## config.mk

```make
export PLATFORM = sky130hd
export DESIGN_NAME = fetch_controller_flat
export DESIGN_NICKNAME = d
export VERILOG_FILES = /design/src/rtl/fetch_pkg.sv /design/src/rtl/fetch_if.sv /design/src/rtl/fetch_buffer.sv /design/src/rtl/fetch_controller.sv /design/src/flat_wrapper.sv
export SDC_FILE = /design/constraint.sdc
export NUM_CORES = 1
export LEC_CHECK = 0
export ABC_AREA = 1
export CAP_MARGIN = 0
export CORE_UTILIZATION = 49
export DETAILED_ROUTE_END_ITERATION = 8
export PLACE_DENSITY = 0.75
export SYNTH_ARGS = -nofsm -noshare
export SYNTH_HDL_FRONTEND = slang
export SYNTH_SLANG_ARGS = --single-unit
```

## constraint.sdc

```tcl
create_clock -name clk -period 5.7 [get_ports clk]
set_input_delay 1.14 -clock clk [delete_from_list [all_inputs] [get_ports clk]]
set_output_delay 1.14 -clock clk [all_outputs]
set_load 0.02 [all_outputs]
```

## src/rtl/fetch_pkg.sv

```systemverilog
// Shared types and constants for the instruction fetch path.
// No logic; imported by the interface, buffer and controller.
package fetch_pkg;
    localparam int XLEN        = 32;
    localparam int INSTR_BYTES = 4;

    typedef enum logic [1:0] {
        IDLE,
        RUN,
        DRAIN
    } fetch_state_t;

    typedef struct packed {
        logic [XLEN-1:0] pc;
        logic [XLEN-1:0] instr;
    } fetch_entry_t;

    function automatic logic [XLEN-1:0] align_word(input logic [XLEN-1:0] addr);
        return {addr[XLEN-1:2], 2'b00};
    endfunction
endpackage

```

## src/rtl/fetch_if.sv

```systemverilog
// Fetch bundle: imem req/ack, execute redirect, IF/ID valid/ready.
// master = fetch controller side, slave = memory/decode/execute side.
interface fetch_if;
    import fetch_pkg::*;

    logic            imem_req;
    logic [XLEN-1:0] imem_addr;
    logic            imem_ack;
    logic [XLEN-1:0] imem_rdata;
    logic            redirect_valid;
    logic [XLEN-1:0] redirect_pc;
    logic            id_valid;
    logic [XLEN-1:0] id_instr;
    logic [XLEN-1:0] id_pc;
    logic            id_ready;

    modport master (
        output imem_req, imem_addr, id_valid, id_instr, id_pc,
        input  imem_ack, imem_rdata, redirect_valid, redirect_pc, id_ready
    );

    modport slave (
        input  imem_req, imem_addr, id_valid, id_instr, id_pc,
        output imem_ack, imem_rdata, redirect_valid, redirect_pc, id_ready
    );
endinterface

```

## src/rtl/fetch_buffer.sv

```systemverilog
// 2-entry IF/ID FIFO of {pc, instr}; push visible at head next cycle.
// No internal backpressure: caller never pushes when full; flush beats push/pop.
module fetch_buffer
    import fetch_pkg::*;
(
    input  logic         clk,
    input  logic         reset,
    input  logic         push,
    input  logic         pop,
    input  logic         flush,
    input  fetch_entry_t push_data,
    output fetch_entry_t head,
    output logic [1:0]   count
);
    fetch_entry_t mem [2];
    logic         rd_ptr;
    logic         wr_ptr;

    always_ff @(posedge clk) begin
        if (reset) begin
            mem[0] <= '0;
            mem[1] <= '0;
            rd_ptr <= 1'b0;
            wr_ptr <= 1'b0;
            count  <= 2'd0;
        end else if (flush) begin
            rd_ptr <= 1'b0;
            wr_ptr <= 1'b0;
            count  <= 2'd0;
        end else begin
            if (push) begin
                mem[wr_ptr] <= push_data;
                wr_ptr      <= ~wr_ptr;
            end
            if (pop) begin
                rd_ptr <= ~rd_ptr;
            end
            case ({push, pop})
                2'b10:   count <= count + 2'd1;
                2'b01:   count <= count - 2'd1;
                default: ;
            endcase
        end
    end

    assign head = mem[rd_ptr];
endmodule

```

## src/rtl/fetch_controller.sv

```systemverilog
// Owns the PC, issues imem fetches, feeds decode through fetch_buffer; ack-to-id_valid 1 cycle.
// Fetch stalls while the buffer is full; a redirect over an un-acked request drains it first.
module fetch_controller
    import fetch_pkg::*;
#(
    parameter logic [XLEN-1:0] RESET_PC = 32'h0000_0000
) (
    input logic    clk,
    input logic    reset,
    fetch_if.master bus
);
    fetch_state_t    state;
    logic [XLEN-1:0] pc;
    logic [XLEN-1:0] drain_addr;
    logic [1:0]      count;
    fetch_entry_t    head;
    fetch_entry_t    push_data;
    logic            redirect;
    logic            push;
    logic            pop;

    assign redirect = bus.redirect_valid && (state != IDLE);

    // A held request only ever sees count fall, so req/addr stay stable until ack.
    assign bus.imem_req  = (state == DRAIN) || ((state == RUN) && (count != 2'd2));
    assign bus.imem_addr = (state == DRAIN) ? drain_addr : pc;

    assign bus.id_valid = (count != 2'd0) && !bus.redirect_valid;
    assign bus.id_pc    = head.pc;
    assign bus.id_instr = head.instr;

    assign push      = (state == RUN) && bus.imem_req && bus.imem_ack && !redirect;
    assign pop       = bus.id_valid && bus.id_ready;
    assign push_data = '{pc: pc, instr: bus.imem_rdata};

    fetch_buffer u_fetch_buffer (
        .clk       (clk),
        .reset     (reset),
        .push      (push),
        .pop       (pop),
        .flush     (redirect),
        .push_data (push_data),
        .head      (head),
        .count     (count)
    );

    always_ff @(posedge clk) begin
        if (reset) begin
            state      <= IDLE;
            pc         <= RESET_PC;
            drain_addr <= '0;
        end else begin
            case (state)
                IDLE: state <= RUN;
                RUN: begin
                    if (redirect) begin
                        pc <= align_word(bus.redirect_pc);
                        if (bus.imem_req && !bus.imem_ack) begin
                            drain_addr <= pc;
                            state      <= DRAIN;
                        end
                    end else if (bus.imem_req && bus.imem_ack) begin
                        pc <= pc + XLEN'(INSTR_BYTES);
                    end
                end
                DRAIN: begin
                    // The stale response is swallowed; the new pc is fetched once back in RUN.
                    if (redirect) begin
                        pc <= align_word(bus.redirect_pc);
                    end
                    if (bus.imem_ack) begin
                        state <= RUN;
                    end
                end
                default: state <= IDLE;
            endcase
        end
    end
endmodule

```

## src/flat_wrapper.sv

```systemverilog
// flat-port wrapper written by rule: the top's interface ports become plain ports
module fetch_controller_flat import fetch_pkg::*;
#(
    parameter logic [XLEN-1:0] RESET_PC = 32'h0000_0000
)
  (clk, reset, bus_imem_req, bus_imem_addr, bus_id_valid, bus_id_instr, bus_id_pc, bus_imem_ack, bus_imem_rdata, bus_redirect_valid, bus_redirect_pc, bus_id_ready);
  fetch_if bus_i ();
  input logic clk;
  input logic reset;
  output wire logic [$bits(bus_i.imem_req)-1:0] bus_imem_req;
  output wire logic [$bits(bus_i.imem_addr)-1:0] bus_imem_addr;
  output wire logic [$bits(bus_i.id_valid)-1:0] bus_id_valid;
  output wire logic [$bits(bus_i.id_instr)-1:0] bus_id_instr;
  output wire logic [$bits(bus_i.id_pc)-1:0] bus_id_pc;
  input wire logic [$bits(bus_i.imem_ack)-1:0] bus_imem_ack;
  input wire logic [$bits(bus_i.imem_rdata)-1:0] bus_imem_rdata;
  input wire logic [$bits(bus_i.redirect_valid)-1:0] bus_redirect_valid;
  input wire logic [$bits(bus_i.redirect_pc)-1:0] bus_redirect_pc;
  input wire logic [$bits(bus_i.id_ready)-1:0] bus_id_ready;
  assign bus_imem_req = bus_i.imem_req;
  assign bus_imem_addr = bus_i.imem_addr;
  assign bus_id_valid = bus_i.id_valid;
  assign bus_id_instr = bus_i.id_instr;
  assign bus_id_pc = bus_i.id_pc;
  assign bus_i.imem_ack = bus_imem_ack;
  assign bus_i.imem_rdata = bus_imem_rdata;
  assign bus_i.redirect_valid = bus_redirect_valid;
  assign bus_i.redirect_pc = bus_redirect_pc;
  assign bus_i.id_ready = bus_id_ready;
  fetch_controller #(.RESET_PC(RESET_PC)) u_core (.clk(clk), .reset(reset), .bus(bus_i));
endmodule
```

# After elaboration in Yosys (flattened, before gate mapping)

Memories as Yosys holds them, arrays and structs flattened. A register that Yosys moved wholly into a read port is not among the register bits.
Index checks and enable logic that the tools add are counted.

Memories: 1
Word-level logic and storage cells: 66
Output and inout port bits: 98
Bits in writable memories: 128
Flip-flop bits (word level): 70

Reductions and logical operators: 23
Mux-type cells: 21
Equal/unequal tests: 10
Bitwise operators: 2
Add/subtract/negate cells: 3

Memory list:

| memory                    | depth | width | rd ports | clocked after Yosys merged registers in | write ports | RTL line           | RTL |
|---|---|---|---|---|---|---|---|
| u_core.u_fetch_buffer.mem | 2     | 64    | 1        | 1                                       | 2           | fetch_buffer.sv:15 | `fetch_entry_t mem [2];` |

Operators with widths:

| operator                | number |
|---|---|
| $mux W32                | 4 |
| $mux W64                | 1 |
| $pmux W32 S2            | 1 |
| $reduce_or A64 Y1       | 1 |
| $add A32 B3 Y32 const B | 1 |
| $mux W1                 | 10 |
| $logic_and A1 B1 Y1     | 9 |
| $reduce_and A3 Y1       | 3 |
| $reduce_bool A2 Y1      | 4 |
| $mux W2                 | 3 |
| $ne A2 B2 Y1 const B    | 3 |
| $pmux W2 S3             | 1 |
| $eq A2 B1 Y1 const B    | 2 |
| $eq A2 B2 Y1 const B    | 2 |
| $ne A2 B1 Y1 const B    | 2 |
| $pmux W2 S2             | 1 |
| $logic_not A1 Y1        | 3 |
| $ne A3 B2 Y1 const B    | 1 |
| $add A2 B1 Y2 const B   | 1 |
| $logic_not A2 Y1        | 1 |
| $not A1 Y1              | 2 |
| $reduce_or A2 Y1        | 1 |
| $sub A2 B1 Y2 const B   | 1 |
| $logic_or A1 B1 Y1      | 1 |

# Depth between registers and ports, before layout

Word-level depth: 12
Mapped depth: 11
Gate-level depth less buffers: 11

# Modules after synthesis

Synthesis repeated with hierarchy kept, for this count alone.

Cell total of the unflattened synthesis: 1066
Area, all modules: 9541.7 um^2

By module, submodules not included:

| module           | area each (um^2) | cells each | instances |
|---|---|---|---|
| fetch_buffer     | 5828.1           | 438        | 1 |
| fetch_controller | 3713.6           | 628        | 1 |

# Worst setup path after synthesis

No wires, ideal clock.

Path kind: in2reg
Start point: input port reset
End point: memory u_core.u_fetch_buffer.mem[1][0] (netlist bit) (enable)
Data required time: 5.025 ns
Slack: 1.982 ns
Buffers on the path: 2
Data arrival time: 3.043 ns
Stages on the path: 5
Path through: clkbuf_1 inv_1 nand3_2 clkbuf_1 nand2_1

RTL lines:

| what        | RTL line           | RTL |
|---|---|---|
| from (decl) | flat_wrapper.sv:9  | `input logic reset;` |
| to (decl)   | fetch_buffer.sv:15 |  |

# Worst setup path after layout

Start point: register u_core.state[1]
End point: output port bus_imem_addr[17]

Longest elaborated chain between the ends: 2

Ends and longest elaborated chain:

| what                   | RTL line               | RTL |
|---|---|---|
| from (decl)            | fetch_controller.sv:12 | `fetch_state_t state;` |
| from (signal assigned) | fetch_controller.sv:49 | `state <= IDLE;` |
| from (signal assigned) | fetch_controller.sv:54 | `IDLE: state <= RUN;` |
| from (signal assigned) | fetch_controller.sv:60 | `state <= DRAIN;` |
| $eq A2 B2 Y1           | fetch_controller.sv:26 | `assign bus.imem_addr = (state == DRAIN) ? drain_addr : pc;` |
| $mux W32               | fetch_controller.sv:26 |  |
| to (decl)              | flat_wrapper.sv:11     | `output wire logic [$bits(bus_i.imem_addr)-1:0] bus_imem_addr;` |

No other way between the ends.

==> reports/metrics.yaml <==
power:
  seqPwrFrac: 0.492
  vdd_drop_max_v: 0.000212
  combPwrFrac: 0.126
  switching_share: 0.265
  p_total_mw: 3.19
  p_switching_mw: 0.845
  pwr_density_cell_nw_per_um2: 278
  p_int_mw: 2.34
  p_leak_nw: 4.27
  clockPowerShare: 0.381
synthesis:
  ys_types: 31
  synthFlopType: "edfxtp_1"
  syn_area_um2: 9130
  synth_seq_cells: 191
  yosysTopAreaCellShare: 0.408
  synth-seq-area-share: 0.555
  synthTopCellsByArea: "edfxtp_1, dfxtp_1, nor2_1"
  yosysWarningCount: 0
  yosysMostFrequentCell: "nor2_1"
  synth_edf_count: 124
  synthArstFlopShare: 0
  synthTopCellsByCount: "nor2_1, nand2_1, edfxtp_1"
  synth_top_area_cell: "edfxtp_1"
  avgSynthCellArea_um2: 8.69
  synthCells: 1051
critical_path:
  required_ns: 4.56
  cp-start-kind: "flip-flop"
  regToRegSetupSlack_ns: 2.77
  r2r_cells: 8
  cp_max_fo: 63
  cp.arrival_ns: 2.80
  r2r-end: "u_core.pc[11]$_SDFFE_PP0P_"
  worstPathCellList: "inv_2 > nor2_4 > nand2_1 > o21ai_0 > clkdlybuf4s50_1"
  crit_path_end_kind: "output port"
  cp_slowest_cell: "nor2_4"
  crit_type: "reg2out"
  rr_startpoint: "u_core.state[1]$_SDFFE_PP0P_"
  critPathMaxStageDelay_ns: 0.87
floorplanning:
  design.portCount: 167
  start_util: 0.505
  num_rows: 49
  die_area_um2: 19200
  dieHeight_um: 139
  die_x_um: 139
  fp.coreArea_um2: 18100
sta:
  final.setup.worst_slack_ns: 1.76
  final_max_slew_viol_count: 0
  final.min_clock_period_ns: 3.94
  fin_crit_sh: 0.692
  fin_setup_tns_ns: 0
  worst_pin_slew_ns: 1.16
  hold_viol: 0
  setup_viol: 0
  fin_worst_skew_ns: 0.00837
  rsz0062_at_grt: "false"
  fmax_ghz: 0.254
  max_slew_margin: 0.223
routing:
  initialDrtViolationCount: 533
  post_drt_wl_per_cell_um: 15.2
  drc: 34
  drt_pass1_iterations: 7
  viasPerCell: 5.15
  antenna_left: 0
  num_vias: 7362
  totalWireLength_um: 21700
finish:
  nets: 1259
  drive_above_1_share: 0.0983
  diodes: 0
  ff_latch_area_um2: 5070
  multi_input_area_um2: 3370
  fill_cells: 1542
  syn_to_final_growth_pct: 25.7
place:
  portBuffers: 160
  place_congestion: 0.885
  dp_hpwl_um: 14300
  dpl_worst_slack_ns: 2.09
status:
  violations: "design-rule violations"
  status: "complete, but fails checks"
worst_hold_path:
  whs_endpoint: "u_core.drain_addr[2]$_SDFFE_PP0P_"
  min_path_cells: 2
  hp-start: "u_core.drain_addr[2]$_SDFFE_PP0P_"
  hold_path.class: "reg2reg"
global_route:
  grt_pass1_vias: 6872
  grt_usage: 0.230
  grt_max_degree: 64
  grt_pass1_wl_um: 34600
  grt-ovfl-total: 0
  antenna_found_initial: 0
clock_tree:
  clk_pin_slew_ns: 0.07
  post_cts_buffers: 0
  cts_resized: 0
  clock-root-buffer: "clkbuf_16"
  holdBufCountCts: 0
  clk_path_buf_depth: 2
  cts_buffers: 17
  clock_latency_ns: 0.43
  cts_tree: "yes"
  cts_sinks: 191
  cts_max_level: 4
job:
  cap_violations: 0
worst max-delay path by stage:
stage | start | end | slack [ns]
after global placement | reset | u_core.u_fetch_buffer.mem[0][7]$_SDFFCE_PN0P_ | 2.10
after floorplan | reset | u_core.u_fetch_buffer.mem[1][0]$_SDFFCE_PN0P_ | 1.98
final | u_core.state[1]$_SDFFE_PP0P_ | bus_imem_addr[17] | 1.76
after detailed placement | reset | u_core.u_fetch_buffer.mem[0][7]$_SDFFCE_PN0P_ | 2.09
after CTS | flip-flop | bus_id_instr[24] | 1.71
after global routing | u_core.state[1]$_SDFFE_PP0P_ | bus_imem_addr[25] | 1.47
per-layer routing:
metal / vias to the layer above / global-route usage / wire [um]
met2: 262 / 0.374 / 10100
li1: 3682 / - / -
met1: 3393 / 0.310 / 9670
met4: 0 / 0.0834 / 410
met3: 25 / 0.0398 / 1550
met5: - / 0 / 0
registers in the layout (all words and copies together), names as in the netlist, named ones only:
signal / count
u_core.drain_addr: 30
u_core.pc: 30
u_core.state: 2
u_core.u_fetch_buffer.count: 2
u_core.u_fetch_buffer.mem: 124
u_core.u_fetch_buffer.rd_ptr: 1
u_core.u_fetch_buffer.wr_ptr: 1
power by group through the flow:
stage / registers, mW / clock network [mW] / logic [mW]
2_1_floorplan: 1.59 / 0 / 0.235
3_3_place_gp: 1.60 / 0 / 0.399
3_5_place_dp: 1.60 / 0 / 0.401
4_1_cts: 1.57 / 1.23 / 0.404
5_1_grt: 1.58 / 1.28 / 0.436
6_report: 1.57 / 1.22 / 0.403
through the flow:
| step | utilization | cells | hold WS [ns] | cell area (um^2) |
|---|---|---|---|---|
| finish | 0.634 | 1430 | 0.444 | 11500 |
| global route | 0.634 | 1430 | 0.456 | 11500 |
| CTS | 0.634 | 1430 | 0.446 | 11500 |
| detailed placement | 0.601 | 1398 | 0.434 | 10900 |
| global placement | 0.601 | 1398 | 0.430 | 10900 |
| floorplan | - | 1054 | 0.424 | 9140 |
layout make-up:
| type | instances | share of cell area |
|---|---|---|
| clock buffer | 17 | 0.0371 |
| clock inverter | 15 | 0.0158 |
| inverter | 123 | 0.0402 |
| multi-input combinational | 685 | 0.294 |
| sequential | 191 | 0.442 |
| tap | 229 | 0.0250 |
| timing repair buffer | 170 | 0.146 |
cells by family (layout without fill, tap and decap cells):
| logic type | after synthesis | count (layout) | synth area share |
|---|---|---|---|
| XOR/XNOR | 2 | 2 | 0.00192 |
| other | 1 | 4 | 0.000411 |
| flip-flops | 191 | 191 | 0.555 |
| multiplexers | 62 | 62 | 0.0765 |
| AO/OA/AOI/OAI | 152 | 152 | 0.0846 |
| AND/OR/NAND/NOR | 463 | 463 | 0.202 |
| buffers and inverters | 178 | 325 | 0.0774 |
| adder cells (fa/ha/maj) | 2 | 2 | 0.00274 |
worst max-delay path: cells and delay by family, from the launching register on:
kind / cells / cell delay [ns]
AO/OA/AOI/OAI: 1 / 0.22
buffers and inverters: 2 / 0.74
flip-flops: 1 / 0.41
AND/OR/NAND/NOR: 2 / 0.98
cells in the final DEF, fill, tap and decap left out, drive strengths merged, types with 4 or more instances in the layout:
master,instances
nor3,5
buf,10
o21ai,82
nor2,217
nand3,35
clkdlybuf4s50,160
edfxtp,124
nand2,197
mux2,62
clkbuf,17
conb,4
dfxtp,67
a21oi,67
inv,134
nand4,7
No activity file was read; power rests on OpenSTA's default activity.
